<file path="config.mk">
export PLATFORM = sky130hd
export DESIGN_NAME = neo_instr_sequencer
export DESIGN_NICKNAME = d
export VERILOG_FILES = /design/src/rtl/neo_ctrl_pkg.sv /design/src/rtl/neo_sync_bit.sv /design/src/rtl/neo_instr_sequencer.sv
export SDC_FILE = /design/constraint.sdc
export NUM_CORES = 1
export LEC_CHECK = 0
export ABC_CLOCK_PERIOD_IN_PS = 5100
export CAP_MARGIN = 20
export CORE_ASPECT_RATIO = 0.6
export CORE_MARGIN = 3
export CORE_UTILIZATION = 53
export CTS_BUF_LIST = sky130_fd_sc_hd__clkbuf_4
export DETAILED_ROUTE_END_ITERATION = 6
export GPL_ROUTABILITY_DRIVEN = 0
export PLACE_DENSITY = 0.88
export SYNTH_ARGS = -nofsm -noshare
export SYNTH_HDL_FRONTEND = slang
export SYNTH_SLANG_ARGS = --single-unit
</file>
<file path="constraint.sdc">
create_clock -name clk -period 5.1 [get_ports clk]
set_clock_uncertainty 0.1 [all_clocks]
set_input_delay 1.02 -clock clk [delete_from_list [all_inputs] [get_ports clk]]
set_output_delay 1.02 -clock clk [all_outputs]
set_load 0.005 [all_outputs]
</file>
<file path="src/rtl/neo_ctrl_pkg.sv">
// Shared types and constants for the Neo instruction sequencer.
package neo_ctrl_pkg;

    localparam int INSTR_W = 32;

    typedef enum logic [2:0] {
        ST_IDLE      = 3'd0,
        ST_SETUP     = 3'd1,
        ST_REQ       = 3'd2,
        ST_RELEASE   = 3'd3,
        ST_WAIT_DONE = 3'd4,
        ST_ERR       = 3'd5
    } seq_state_t;

    localparam logic [1:0] ERR_NONE = 2'd0;
    localparam logic [1:0] ERR_REQ  = 2'd1;
    localparam logic [1:0] ERR_REL  = 2'd2;
    localparam logic [1:0] ERR_DONE = 2'd3;

endpackage

</file>
<file path="src/rtl/neo_sync_bit.sv">
// Multi-flop synchronizer for a single asynchronous chip-side bit.
module neo_sync_bit #(
    parameter int STAGES = 2
) (
    input  logic clk,
    input  logic rst,
    input  logic d_i,
    output logic q_o
);
    localparam int N = (STAGES < 2) ? 2 : STAGES;

    logic [N-1:0] sync_q;

    // Shift the asynchronous input through the flop chain.
    always_ff @(posedge clk) begin
        if (rst) begin
            sync_q <= '0;
        end else begin
            sync_q <= {sync_q[N-2:0], d_i};
        end
    end

    assign q_o = sync_q[N-1];

endmodule

</file>
<file path="src/rtl/neo_instr_sequencer.sv">
// Downloads instruction chunks to a Neo chip over a 4-phase req/ack
// handshake, then starts execution and waits for the chip to finish.
module neo_instr_sequencer
    import neo_ctrl_pkg::*;
#(
    parameter int SYNC_STAGES    = 2,
    parameter int TIMEOUT_CYCLES = 1024,
    parameter int CNT_W          = 16
) (
    input  logic               clk,
    input  logic               rst,
    input  logic               s_valid,
    input  logic [INSTR_W-1:0] s_data,
    input  logic               s_last,
    output logic               s_ready,
    output logic               instruction_req,
    output logic [INSTR_W-1:0] instruction_chunked,
    input  logic               instruction_ack,
    output logic               exe_end_signal,
    input  logic               chip_done_signal,
    output logic               busy,
    output logic               done_pulse,
    output logic               error,
    output logic [1:0]         err_state,
    input  logic               clear_err,
    output logic [CNT_W-1:0]   chunk_cnt
);
    localparam int TMO_W = (TIMEOUT_CYCLES > 2) ? $clog2(TIMEOUT_CYCLES) : 1;
    localparam logic [TMO_W-1:0] TMO_LAST = TMO_W'(TIMEOUT_CYCLES - 1);

    seq_state_t         state_q, state_d;
    logic               req_q, req_d;
    logic               exe_q, exe_d;
    logic [INSTR_W-1:0] data_q, data_d;
    logic               last_q, last_d;
    logic [CNT_W-1:0]   cnt_q, cnt_d;
    logic               err_q, err_d;
    logic [1:0]         err_st_q, err_st_d;
    logic               done_q, done_d;
    logic [TMO_W-1:0]   tmo_q, tmo_d;
    logic               s_ready_q, busy_q;
    logic               ack_s, done_s;
    logic               tmo_hit_s, in_wait_s;

    neo_sync_bit #(.STAGES(SYNC_STAGES)) u_sync_ack (
        .clk (clk),
        .rst (rst),
        .d_i (instruction_ack),
        .q_o (ack_s)
    );

    neo_sync_bit #(.STAGES(SYNC_STAGES)) u_sync_done (
        .clk (clk),
        .rst (rst),
        .d_i (chip_done_signal),
        .q_o (done_s)
    );

    // Next-state logic; a true exit condition always beats the timeout.
    always_comb begin
        state_d   = state_q;
        req_d     = req_q;
        exe_d     = exe_q;
        data_d    = data_q;
        last_d    = last_q;
        cnt_d     = cnt_q;
        err_d     = err_q;
        err_st_d  = err_st_q;
        done_d    = 1'b0;
        tmo_hit_s = (tmo_q == TMO_LAST);
        case (state_q)
            ST_IDLE: begin
                if (s_valid) begin
                    data_d  = s_data;
                    last_d  = s_last;
                    cnt_d   = cnt_q + CNT_W'(1);
                    state_d = ST_SETUP;
                end else begin
                    state_d = ST_IDLE;
                end
            end
            ST_SETUP: begin
                req_d   = 1'b1;
                state_d = ST_REQ;
            end
            ST_REQ: begin
                if (ack_s) begin
                    req_d   = 1'b0;
                    state_d = ST_RELEASE;
                end else if (tmo_hit_s) begin
                    req_d    = 1'b0;
                    exe_d    = 1'b0;
                    err_d    = 1'b1;
                    err_st_d = ERR_REQ;
                    state_d  = ST_ERR;
                end else begin
                    state_d = ST_REQ;
                end
            end
            ST_RELEASE: begin
                if (!ack_s) begin
                    if (last_q) begin
                        exe_d   = 1'b1;
                        state_d = ST_WAIT_DONE;
                    end else begin
                        state_d = ST_IDLE;
                    end
                end else if (tmo_hit_s) begin
                    req_d    = 1'b0;
                    exe_d    = 1'b0;
                    err_d    = 1'b1;
                    err_st_d = ERR_REL;
                    state_d  = ST_ERR;
                end else begin
                    state_d = ST_RELEASE;
                end
            end
            ST_WAIT_DONE: begin
                if (done_s) begin
                    exe_d   = 1'b0;
                    done_d  = 1'b1;
                    cnt_d   = '0;
                    state_d = ST_IDLE;
                end else if (tmo_hit_s) begin
                    req_d    = 1'b0;
                    exe_d    = 1'b0;
                    err_d    = 1'b1;
                    err_st_d = ERR_DONE;
                    state_d  = ST_ERR;
                end else begin
                    state_d = ST_WAIT_DONE;
                end
            end
            ST_ERR: begin
                if (clear_err) begin
                    err_d    = 1'b0;
                    err_st_d = ERR_NONE;
                    cnt_d    = '0;
                    state_d  = ST_IDLE;
                end else begin
                    state_d = ST_ERR;
                end
            end
            default: begin
                req_d   = 1'b0;
                exe_d   = 1'b0;
                state_d = ST_IDLE;
            end
        endcase

        // Timeout counter restarts on every entry into a wait state.
        in_wait_s = (state_d == ST_REQ) || (state_d == ST_RELEASE) ||
                    (state_d == ST_WAIT_DONE);
        if (in_wait_s && (state_d == state_q)) begin
            tmo_d = tmo_q + TMO_W'(1);
        end else begin
            tmo_d = '0;
        end
    end

    // State and output registers; reset abandons any program in flight.
    always_ff @(posedge clk) begin
        if (rst) begin
            state_q   <= ST_IDLE;
            req_q     <= 1'b0;
            exe_q     <= 1'b0;
            data_q    <= '0;
            last_q    <= 1'b0;
            cnt_q     <= '0;
            err_q     <= 1'b0;
            err_st_q  <= ERR_NONE;
            done_q    <= 1'b0;
            tmo_q     <= '0;
            s_ready_q <= 1'b1;
            busy_q    <= 1'b0;
        end else begin
            state_q   <= state_d;
            req_q     <= req_d;
            exe_q     <= exe_d;
            data_q    <= data_d;
            last_q    <= last_d;
            cnt_q     <= cnt_d;
            err_q     <= err_d;
            err_st_q  <= err_st_d;
            done_q    <= done_d;
            tmo_q     <= tmo_d;
            s_ready_q <= (state_d == ST_IDLE);
            busy_q    <= (state_d != ST_IDLE);
        end
    end

    assign s_ready             = s_ready_q;
    assign instruction_req     = req_q;
    assign instruction_chunked = data_q;
    assign exe_end_signal      = exe_q;
    assign busy                = busy_q;
    assign done_pulse          = done_q;
    assign error               = err_q;
    assign err_state           = err_st_q;
    assign chunk_cnt           = cnt_q;

endmodule

</file>
* After elaboration in Yosys (flattened, before gate mapping) *
Index checks and enable logic that the tools add are counted.

storage, ports and cells
  register bits = 74
  latch bits = 0
  RAM bits = 0
  memory bits (read-only) = 0
  input port bits = 39
  output and inout port bits = 56
  word-level logic and storage cells = 98
  memories = 0

cells by class
  add/sub/neg operators = 2
  multipliers = 0
  div/mod/pow operators = 0
  order comparisons = 0
  eq/ne operators = 20
  shift-type cells = 0
  mux-type cells = 40
  bitwise logic cells = 4
  reductions and logical operators = 18

operators with widths
  cell                   number
  $mux 16                3
  $pmux 16 s3            1
  $mux 3                 7
  $pmux 3 s6             1
  $mux 1                 17
  $add 16x1->16 const B  1
  $mux 2                 7
  $ne 2x2->1 const B     7
  $eq 3x2->1 const B     4
  $add 10x1->10 const B  1
  $eq 10x10->1 const B   1
  $eq 3x3->1 const B     3
  $pmux 1 s4             2
  $pmux 2 s4             1
  $reduce_and 8->1       1
  $logic_not 3->1        2
  $reduce_and 3->1       2
  $reduce_bool 3->1      2
  $reduce_or 2->1        3
  $pmux 1 s5             1
  $reduce_and 5->1       1
  $ne 2x1->1 const B     2
  $not 1->1              4
  $reduce_and 4->1       1
  other kinds (8)        9

* Longest topological paths before layout *
Gate-level depths: netlist (run 1).

  depth in word-level cells = 10
  gate-level depth with buffers = 8
  mapped depth without buffers = 6

* Cells and area by module *
Synthesis (run 1) repeated with hierarchy kept, for this count alone.

second synthesis, totals
  cell total of the unflattened synthesis = 399
  area, all modules = 3303.2 um^2

modules (own cells, without submodules)
  module               instances  cells each  area each (um^2)  sequential area each (um^2)
  neo_instr_sequencer  1          391         3198.1            1401.3
  neo_sync_bit         2          4           52.6              40.0

* Least setup slack after synthesis (run 1) *
Ideal clock, no wire load.

  path type = input-to-reg
  from = in clear_err
  to = reg tmo_q[1]
  setup time = 74 ps
  arrival = 2168 ps
  required time = 4926 ps
  slack = 2758 ps
  stages = 5
  path buffers = 0
  cell sequence = or3b_1 > a211o_1 > a21oi_1 > o2bb2ai_2 > nor3b_2

on the way
  word-level cells in the longest chain between the ends = 8
  elaborated cells on any way between the ends = 11
  classes of those cells = 4 x eq/ne; 2 x mux; 1 x bitwise; 4 x reduce/logical

ends and longest elaborated chain
  what                            RTL line                    source
  start: declaration              neo_instr_sequencer.sv:25   input logic clear_err,
  $mux 3 *                        neo_instr_sequencer.sv:135  if (clear_err) begin
  $pmux 3 s6 *                    neo_instr_sequencer.sv:71   case (state_q)
  $eq 3x2->1                      neo_instr_sequencer.sv:152  in_wait_s = (state_d == ST_REQ) || (state_d == ST_RELEASE) ||
  $logic_or 1x1->1 (2 in series)  neo_instr_sequencer.sv:152
  $logic_and 1x1->1 *             neo_instr_sequencer.sv:154  if (in_wait_s && (state_d == state_q)) begin
  $not 1->1 (no line) *           n/a
  $reduce_or 2->1 (no line) *     n/a
  end signal: assignment          neo_instr_sequencer.sv:186  tmo_q <= tmo_d;
  end: declaration                neo_instr_sequencer.sv:40   logic [TMO_W-1:0] tmo_q, tmo_d;

Every way passes the cells marked *; elsewhere a longest branch is shown, timed or not.
A chain may end at the register's enable or synchronous reset.

* Worst setup path in the final report (run 1) *
  from = in s_valid
  to = reg cnt_q[10], in the netlist chunk_cnt[10]

on the way
  word-level cells in the longest chain between the ends = 2

ends and longest elaborated chain
  what                        RTL line                    source
  start: declaration          neo_instr_sequencer.sv:12   input logic s_valid,
  $ne 2x2->1 (no line)        n/a
  $reduce_and 4->1 (no line)  n/a
  end signal: assignment      neo_instr_sequencer.sv:182  cnt_q <= cnt_d;
  end: declaration            neo_instr_sequencer.sv:36   logic [CNT_W-1:0] cnt_q, cnt_d;

Every way passes these cells.

==> results of run 1 <==
## kinds of logic after synthesis
kind of cell    count (synthesis)
buf+inv                        28
flops                          74
mux                             4
simple gates                  177
fa+ha+maj                       6
compound gates                 68
xor+xnor                       23
## per-layer routing
layer  part of all wire, %  track usage [%]  vias to the layer above
met4                   1.4            8.976                        0
met3                    13            10.55                       14
met1                    43            32.13                     1366
met5                     0                0                        -
met2                    42            34.74                      171
li1                      -                -                     1493
## worst paths after layout
check / from / endpoint / slack (ps) / depth (start not counted)
max: s_valid / chunk_cnt[10] / 2310 / 6
min: u_sync_ack.sync_q[0] / u_sync_ack.sync_q[1] / 360 / 1
max reg2reg: state_q[0] / tmo_q[9] / 2530 / 5
min reg2reg: u_sync_ack.sync_q[0] / u_sync_ack.sync_q[1] / 360 / 1
## flip-flops by register name, summed over array words and instances, names as in the netlist
register	cells
done_pulse	1
instruction_req	1
instruction_chunked	32
u_sync_done.sync_q	2
error	1
chunk_cnt	16
last_q	1
err_state	2
exe_end_signal	1
s_ready	1
tmo_q	10
state_q	3
busy	1
u_sync_ack.sync_q	2
## power by group through the flow
stage               Combinational [mW]  Sequential (mW)  Clock, mW
floorplan                       0.0838            0.632          0
global placement                 0.169            0.635          0
detailed placement               0.178            0.637          0
CTS                              0.179            0.624      0.476
global route                     0.196            0.629      0.504
finish                           0.178            0.625      0.465
## cells in the final DEF, fill, tap and decap left out, types with 7 or more instances in the layout
cell and instances:
xor2_1 9, clkbuf_4 10, nand2_1 85, nor2_1 22, nor3_1 8, nor2b_1 7, dfxtp_1 74, nor4_1 8
nor3_2 9, clkdlybuf4s50_1 93, a21oi_1 38, nand3_1 11, xnor2_1 14
## worst max-delay path: stages
cell	delay (ps)
clkdlybuf4s50_1	490
mux2_2	310
a32oi_1	700
nor4_1	170
xnor2_1	230
nor2_1	60
## metrics by stage
stage          cell area (um^2)  setup WS (ps)
2_1_floorplan              3266           2758
3_5_place_dp               4228           1926
3_3_place_gp               4200           2019
6_report                   4417           2314
4_1_cts                    4417           2364
5_1_grt                    4417           2263
## layout make-up
class | count | area [um^2] | share of cell area [%]
well taps | 80 | 100.1 | 2.266
flip-flops and latches | 74 | 1481 | 33.54
inverters | 6 | 22.52 | 0.5099
clock buffers | 10 | 75.07 | 1.700
repair buffers | 96 | 970.9 | 21.98
multi-input cells | 278 | 1653 | 37.42
clock inverters | 6 | 113.9 | 2.578
==> out/metrics.cfg, run 1 <==
[sta]
relSlewSlack_pct=38.66
finalSetupTns_ps=0
fin_crit_ps=2786
hold_viol=0
holdWs_ps=358.7
final-setup-viol-count=0
fmax_mhz=359.0
tightest_slew_ps=920.2
grt_setup_unrepaired=no
period_share_pct=54.62
drv_slew=0

[yosys]
synth.area.mux_share_pct=1.264
syn_area_per_cell_um2=8.594
synth.largest_area_cell=dfxtp_1
synth_top_family_by_area=simple AND/OR/NAND/NOR gates
ys_dominant_reg_cell=dfxtp_1
netlist_area_um2=3266
synth_cell_types=54
async_reset_ff_share_pct=0
netlist_top_cells_count=nand2_1, dfxtp_1, a21oi_1
synthSimpleGateAreaFrac_pct=27.20
yosys.area_share.xor_xnor_pct=6.169
postSynthCellCount=380
synth_fp_nets=424
synth_edf_count=0
ys.warnings.count=0
synth-compound-area-share_pct=13.75
synth_fa_ha_area_share_pct=2.222
netlist_top_cells_area=dfxtp_1, nand2_1, a21oi_1
ys_ff_latch=74
synth_top_cell_area_share_pct=45.36
yosysSeqAreaShare_pct=45.36
yosysMostFrequentCell=nand2_1

[floorplanning]
initial_utilization_pct=56.75
dieArea_um2=7170
fp.dieW_um=107.3
rows=21
fp.coreArea_um2=5754
die_h_um=66.80
top_level_ports=95

[drt]
drt-initial-drc-count=259
dr.pass1.iters=7
drc=0
ant_nets=0
vias_per_cell=5.535
vias=3044
routed_wl_um=8364
wire_per_inst_um=15.21

[finish]
nets=509
antenna_cells=0
drive_above_1_share_pct=7.660
fin_cells=550
fillers=401
final_util_pct=76.76
areaGrowthSynthToFinish_pct=35.25

[pwr]
total_power_mw=1.268
p_per_area_nw_per_um2=287.1
p_leak_nw=1.529
p_seq_share_pct=49.3
p_int_uw=954.5
p_sw_share_pct=24.73
total_switching_power_uw=313.7
power.share.clock_pct=36.7
ir_worst_vdd_v=0.0001987
p_comb_share_pct=14.1

[setup_path]
worstPathRequired_ps=5300
critPathKind=in2reg
cp_max_fo=11
endpoint_kind=flip-flop
critPathLaunchType=input port
arrival_ps=2980

[cts]
numCtsBuffers=9
cts_num_sinks=74
h-tree-depth=3
clockBufferDepth=2
clk_pin_slew_worst_paths_ps=120
tritoncts=built
cts_setup_buffers=0
clk_latency_ps=420
hold_buffers=0
cts_resized=0
root_buffer=clkbuf_4

[grt]
grt_usage_pct=24.21
antenna_found_initial=0
grt_overflow=0
grt_max_degree=49
grt_pass1_wl_um=13630
first_global_vias=2776

[placement]
dp_cells=534
port_buffers=94
dp_hpwl_um=5905

[status]
outcome=complete, no violations

[worst_hold_path]
hold_path_class=reg2reg

[run]
drv_cap=0

Note: power is estimated with default switching activity, not from simulation.
==> run 2: changes to the inputs <==
--- a/config.mk
+++ b/config.mk
@@ -5,15 +5,15 @@
 export SDC_FILE = /design/constraint.sdc
 export NUM_CORES = 1
 export LEC_CHECK = 0
-export ABC_CLOCK_PERIOD_IN_PS = 5100
+export ABC_CLOCK_PERIOD_IN_PS = 2900
 export CAP_MARGIN = 20
 export CORE_ASPECT_RATIO = 0.6
 export CORE_MARGIN = 3
-export CORE_UTILIZATION = 53
+export CORE_UTILIZATION = 49
 export CTS_BUF_LIST = sky130_fd_sc_hd__clkbuf_4
 export DETAILED_ROUTE_END_ITERATION = 6
 export GPL_ROUTABILITY_DRIVEN = 0
-export PLACE_DENSITY = 0.88
+export PLACE_DENSITY = 0.82
 export SYNTH_ARGS = -nofsm -noshare
 export SYNTH_HDL_FRONTEND = slang
 export SYNTH_SLANG_ARGS = --single-unit
==> constraint.sdc (replaced) <==
create_clock -name clk -period 2.9 [get_ports clk]
set_clock_uncertainty 0.1 [all_clocks]
set_input_delay 0.58 -clock clk [delete_from_list [all_inputs] [get_ports clk]]
set_output_delay 0.58 -clock clk [all_outputs]
set_load 0.005 [all_outputs]
==> run 2 against run 1 <==
  * Power increased by 66%
  * Largest power group unchanged
  * Critical path type is now reg2reg
  * Critical endpoint is now tmo_q[2]
  * Critical path depth unchanged
  * Largest cell class unchanged
  * Core utilization decreased by 6.5 points
==> out/metrics.cfg, run 2 (same netlist as run 1, synthesis figures left out) <==
[finish]
layout_common_cells=clkdlybuf4s50_1, nand2_1, dfxtp_1  ; unchanged
areaGrowthSynthToFinish_pct=35.10  ; was 35.25%
antenna_cells=0  ; unchanged
layout_commonest_cell=clkdlybuf4s50_1  ; unchanged
largest_reg_flops=32  ; unchanged
drive_above_1_share_pct=8.211  ; was 7.660%
nets=514  ; was 509

[cts]
cts_setup_buffers=0  ; unchanged
numCtsBuffers=9  ; unchanged
clockBufferDepth=2  ; unchanged
clk_pin_slew_worst_paths_ps=110  ; was 120 ps
cts_resized=0  ; unchanged
h-tree-depth=3  ; unchanged
clk_latency_ps=400  ; was 420 ps
tritoncts=built  ; unchanged
root_buffer=clkbuf_4  ; unchanged
cts_num_sinks=74  ; unchanged
hold_buffers=0  ; unchanged

[run]
drv_cap=0  ; unchanged

[sta]
relSlewSlack_pct=54.96  ; was 38.66%
fin_crit_ps=2490
grt_setup_unrepaired=no  ; unchanged
period_share_pct=85.87
drv_slew=0  ; unchanged
setup_slack_ps=409.7  ; was 2314 ps
final-setup-viol-count=0  ; unchanged
hold_viol=0  ; unchanged
tightest_slew_ps=671.6  ; was 920.2 ps
fmax_mhz=401.6
finalSetupTns_ps=0  ; unchanged

[floorplanning]
dieArea_um2=7712  ; was 7170 um^2
fp.dieW_um=111.4  ; was 107.3 um
top_level_ports=95  ; unchanged
rows=22  ; was 21
initial_utilization_pct=52.03  ; was 56.75%
fp.coreArea_um2=6276  ; was 5754 um^2
die_h_um=69.24  ; was 66.80 um

[drt]
vias=2988  ; was 3044
drt-initial-drc-count=211  ; was 259
drc=0  ; unchanged
dr.pass1.iters=5  ; was 7
wire_per_inst_um=14.49  ; was 15.21 um
ant_nets=0  ; unchanged
vias_per_cell=5.345  ; was 5.535
routed_wl_um=8099  ; was 8364 um

[grt]
grt_pass1_wl_um=13290  ; was 13630 um
grt_overflow=0  ; unchanged
grt_max_degree=47  ; was 49
antenna_found_initial=0  ; unchanged
first_global_vias=2682  ; was 2776
grt_usage_pct=21.13  ; was 24.21%

[setup_path]
endpoint_kind=flip-flop  ; unchanged
arrival_ps=2730  ; was 2980 ps
critPathKind=reg2reg  ; was in2reg
reg2regPathDepth=6  ; was 5
r2r_slack_ps=410  ; was 2530 ps
worstPathRequired_ps=3140  ; was 5300 ps
critPathLaunchType=flip-flop  ; was input port
cp_max_fo=10  ; was 11

[pwr]
p_per_area_nw_per_um2=477.2  ; was 287.1 nW/um^2
p_leak_nw=1.537  ; was 1.529 nW
ir_worst_vdd_v=0.0003552  ; was 0.0001987 V

[worst_hold_path]
hold_path_class=reg2reg  ; unchanged
holdPathStages=1  ; unchanged

[status]
outcome=complete, no violations  ; unchanged

[placement]
dp_hpwl_um=5871  ; was 5905 um
dp_slack_ps=292.2  ; was 1926 ps
port_buffers=94  ; unchanged

## run 2: cell count changes in the layout (fill, tap and decap cells not counted)
| cell | before | now |
|---|---|---|
| buf_4 | 1 | 7 |
| buf_2 | 1 | 0 |
| inv_6 | 1 | 0 |
| clkinv_2 | 0 | 2 |
| buf_16 | 1 | 0 |
| bufinv_16 | 3 | 2 |
| clkinvlp_4 | 2 | 1 |
| clkdlybuf4s50_1 | 93 | 94 |
| clkinv_1 | 0 | 1 |
## run 2: layout make-up
type,instances,area [um^2]
inverter,6,22.52
tap,84,105.1
multi-input combinational,278,1653
clock inverter,6,81.33
sequential,74,1481
fill,503,1864
clock buffer,10,75.07
timing repair buffer,101,993.5
## run 2: report_power, final
| group | leakage, nW | switching (mW) | internal, mW |
|---|---|---|---|
| Sequential | 0.604 | 0.0358 | 1.06 |
| Clock | 0.0838 | 0.339 | 0.354 |
| Combinational | 0.850 | 0.146 | 0.168 |
## run 2: final timing paths
path | start | to
setup / recovery | tmo_q[0] | tmo_q[2]
hold / removal | u_sync_done.sync_q[0] | u_sync_done.sync_q[1]
hold reg to reg | u_sync_done.sync_q[0] | u_sync_done.sync_q[1]
setup reg to reg | tmo_q[0] | tmo_q[2]
## run 2: stage by stage
stage | power [mW] | util, % | cells | hold slack, ps | cell area, um^2
after floorplan | 1.259 | - | 380 | 313.8 | 3266
after global routing | 2.216 | 70.30 | 559 | 363.4 | 4412
after detailed placement | 1.433 | 67.80 | 543 | 325.4 | 4255
after CTS | 2.130 | 70.30 | 559 | 353.1 | 4412
final | 2.105 | 70.30 | 559 | 350.2 | 4412
after global placement | 1.427 | 67.80 | 543 | 325.0 | 4255
## run 2: routing by layer
metal,track usage (%),vias up,share of wire [%]
li1,-,1496,-
met1,28.53,1351,45
met2,29.06,133,41
met3,11.33,8,13
met4,6.208,0,0.77
met5,0,-,0
## run 2: critical path, stage by stage (launching register included)
cell     delay, ps
dfxtp_1        430
ha_1           240
and4_4         270
and3_1         370
a21oi_4        110
o41a_1         640
nor3_2         260
==> run 3: changes to the inputs <==
--- a/config.mk
+++ b/config.mk
@@ -16,4 +16,5 @@
 export PLACE_DENSITY = 0.82
 export SYNTH_ARGS = -nofsm -noshare
 export SYNTH_HDL_FRONTEND = slang
+export SYNTH_HIERARCHICAL = 1
 export SYNTH_SLANG_ARGS = --single-unit
==> constraint.sdc (replaced) <==
create_clock -name clk -period 2.9 [get_ports clk]
set_clock_uncertainty 0.1 [all_clocks]
set_input_delay 0.29 -clock clk [delete_from_list [all_inputs] [get_ports clk]]
set_output_delay 0.29 -clock clk [all_outputs]
set_load 0.005 [all_outputs]
==> run 3 against run 2 <==
  * Setup slack got worse by 87 ps
  * Cell count increased by 2.7%
  * First-iteration DRC count increased by 6.2%
  * Combinational power increased by 6%
  * Flip-flop and latch count unchanged
  * Highest routed layer unchanged
  * Worst hold slack got worse by 190 ps
  * Non-clock buffer count decreased by 1
  * Global-route usage increased by 0.076 points
  * Clock power about the same
  * Die area increased by 1.1%
  * Core utilization increased by 0.070 points
  * Routed wire length increased by 1.7%
==> out/metrics.cfg, run 3 <==
[cts]
clk_latency_ps=430  ; was 400 ps
tritoncts=built  ; unchanged
clk_pin_slew_worst_paths_ps=110  ; about the same
clockBufferDepth=2  ; unchanged
root_buffer=clkbuf_4  ; unchanged
numCtsBuffers=9  ; unchanged
cts_resized=0  ; unchanged
cts_num_sinks=74  ; unchanged
h-tree-depth=3  ; unchanged
cts_setup_buffers=0  ; unchanged
hold_buffers=0  ; unchanged

[setup_path]
path_cells=inv_1, nor3_1, or2_2, o41a_1, nor3_1  ; was ha_1, and4_4, and3_1, a21oi_4, o41a_1, nor3_2
critPathKind=reg2reg  ; unchanged
arrival_ps=2770  ; was 2730 ps
endpoint_kind=flip-flop  ; unchanged
critical_path.max_stage_delay_ps=850  ; was 640 ps
cpMaxStageDelayCell=dfxtp_1  ; was o41a_1
critPathLaunchType=flip-flop  ; unchanged
worst-path-buf-inv=1  ; was 0
worstPathRequired_ps=3090  ; was 3140 ps
path_depth=5  ; was 6
reg2regPathDepth=5  ; was 6
cpMostUsedCell=nor3_1
cp_max_fo=23  ; was 10
cp_top_family=flip-flops  ; was simple AND/OR/NAND/NOR gates

[sta]
setup_slack_ps=323.1  ; was 409.7 ps
hold_viol=0  ; unchanged
period_share_pct=88.86  ; was 85.87%
fmax_mhz=388.1  ; was 401.6 MHz
grt_setup_unrepaired=no  ; unchanged
tightest_slew_ps=791.0  ; was 671.6 ps
relSlewSlack_pct=46.60  ; was 54.96%
drv_slew=0  ; unchanged
fin_crit_ps=2577  ; was 2490 ps
finalSetupTns_ps=0  ; unchanged
final-setup-viol-count=0  ; unchanged

[drt]
drc=0  ; unchanged
ant_nets=0  ; unchanged
wire_per_inst_um=14.35  ; was 14.49 um
drt-initial-drc-count=224  ; was 211
dr.pass1.iters=5  ; unchanged
vias_per_cell=5.326  ; was 5.345
vias=3057  ; was 2988
routed_wl_um=8238  ; was 8099 um

[floorplanning]
dieArea_um2=7795  ; was 7712 um^2
fp.coreArea_um2=6304  ; was 6276 um^2
die_h_um=69.60  ; was 69.24 um
fp.dieW_um=112.0  ; was 111.4 um
initial_utilization_pct=52.40  ; was 52.03%
rows=22  ; unchanged
top_level_ports=95  ; unchanged

[grt]
grt_usage_pct=21.21  ; was 21.13%
antenna_found_initial=0  ; unchanged
grt_max_degree=34  ; was 47
grt_pass1_wl_um=13560  ; was 13290 um
grt_overflow=0  ; unchanged
first_global_vias=2742  ; was 2682

[finish]
antenna_cells=0  ; unchanged
drive_above_1_share_pct=6.122  ; was 8.211%
layout_common_cells=clkdlybuf4s50_1, nand2_1, dfxtp_1  ; unchanged
fin_cells=574  ; was 559
nets=529  ; was 514
largest_reg_flops=32  ; unchanged
areaGrowthSynthToFinish_pct=34.28  ; was 35.10%
final_util_pct=70.37  ; was 70.30%
fillers=524  ; was 503
layout_commonest_cell=clkdlybuf4s50_1  ; unchanged

[yosys]
synth.largest_area_cell=dfxtp_1  ; unchanged
synth_fp_nets=443  ; was 424
synth_top_cell_area_share_pct=44.85  ; was 45.36%
synth_edf_count=0  ; unchanged
postSynthCellCount=399  ; was 380
yosysSeqAreaShare_pct=44.85  ; was 45.36%
syn_area_per_cell_um2=8.279  ; was 8.594 um^2
ys_dominant_reg_cell=dfxtp_1  ; unchanged
ys_ff_latch=74  ; unchanged
netlist_top_cells_area=dfxtp_1, nand2_1, a21oi_1  ; unchanged
async_reset_ff_share_pct=0  ; unchanged
synth_cell_types=54  ; unchanged
netlist_area_um2=3303  ; was 3266 um^2
yosysMostFrequentCell=nand2_1  ; unchanged
ys.warnings.count=6  ; was 0
netlist_top_cells_count=nand2_1, dfxtp_1, a21oi_1  ; unchanged

[pwr]
power.share.clock_pct=32.5  ; was 32.9%
p_comb_share_pct=15.6  ; was 14.9%
total_switching_power_uw=545.4  ; was 521.5 uW
p_sw_share_pct=25.67  ; was 24.77%
p_int_mw=1.579  ; was 1.584 mW
p_seq_share_pct=51.9  ; was 52.1%
total_power_mw=2.125  ; was 2.105 mW
ir_worst_vdd_v=0.0003761  ; was 0.0003552 V
p_leak_nw=1.549  ; was 1.537 nW
p_per_area_nw_per_um2=479.0  ; was 477.2 nW/um^2

[placement]
dp_slack_ps=380.7  ; was 292.2 ps
port_buffers=94  ; unchanged
dp_cells=558  ; was 543
dp_hpwl_um=5922  ; was 5871 um

[run]
drv_cap=0  ; unchanged

[worst_hold_path]
holdPathStages=2  ; was 1
hold_path_class=in2reg  ; was reg2reg

[status]
outcome=complete, no violations  ; unchanged

run 3: changes by cell type after synthesis, sizes merged, moves of 3 or more:
cell / change
inv: +3
a21oi: +8
or3: +5
nor4b: +5
nor4: -4
o21ai: +4
xor2: -5
nand2b: +4
a32o: -3
xnor2: +3
nand2: -3
run 3: power groups by stage:
stage | clock network [mW] | logic (mW) | registers [mW]
detailed placement | 0 | 0.330 | 1.13
floorplan | 0 | 0.164 | 1.12
global placement | 0 | 0.325 | 1.12
global route | 0.751 | 0.362 | 1.11
CTS | 0.707 | 0.332 | 1.10
finish | 0.691 | 0.332 | 1.10
run 3: stage by stage:
step / cell area (um^2) / hold slack, ps
after CTS: 4436 / 127.8
after floorplan: 3303 / 261.6
after global routing: 4436 / 148.8
final: 4436 / 160.1
after detailed placement: 4284 / 335.2
after global placement: 4284 / 317.8
run 3: kinds of logic after synthesis:
logic type	Yosys count	synth area share, %
compound gates	77	14.21
xor+xnor	21	5.568
fa+ha+maj	5	1.894
buf+inv	34	4.470
flops	74	44.85
mux	2	0.6439
simple gates	186	28.37
run 3: layout make-up:
type	instances	area, um^2	share of cell area (%)
clock buffers	9	67.56	1.523
clock inverters	7	83.83	1.890
inverters	9	33.78	0.7616
multi-input cells	291	1683	37.94
flip-flops and latches	74	1481	33.40
well taps	84	105.1	2.370
repair buffers	100	980.9	22.12
run 3: worst register-to-register path, cell delays in order (launching register included):
cell and delay [ps]:
dfxtp_1 850, inv_1 290, nor3_1 440, or2_2 190, o41a_1 440, nor3_1 140
run 3: final timing paths:
path	start	end	slack, ps
setup / recovery	state_q[0]	tmo_q[4]	320
setup reg to reg	state_q[0]	tmo_q[4]	320
hold reg to reg	u_sync_ack/sync_q[0]	u_sync_ack/sync_q[1]	350
hold / removal	rst	u_sync_ack/sync_q[1]	160
run 3: per-layer routing:
metal / global-route usage (%) / wire, um / up-vias
met5: 0 / 0 / -
met4: 7.067 / 68 / 0
met3: 7.759 / 626 / 8
met2: 29.22 / 3545 / 111
met1: 30.42 / 3997 / 1391
li1: - / - / 1547
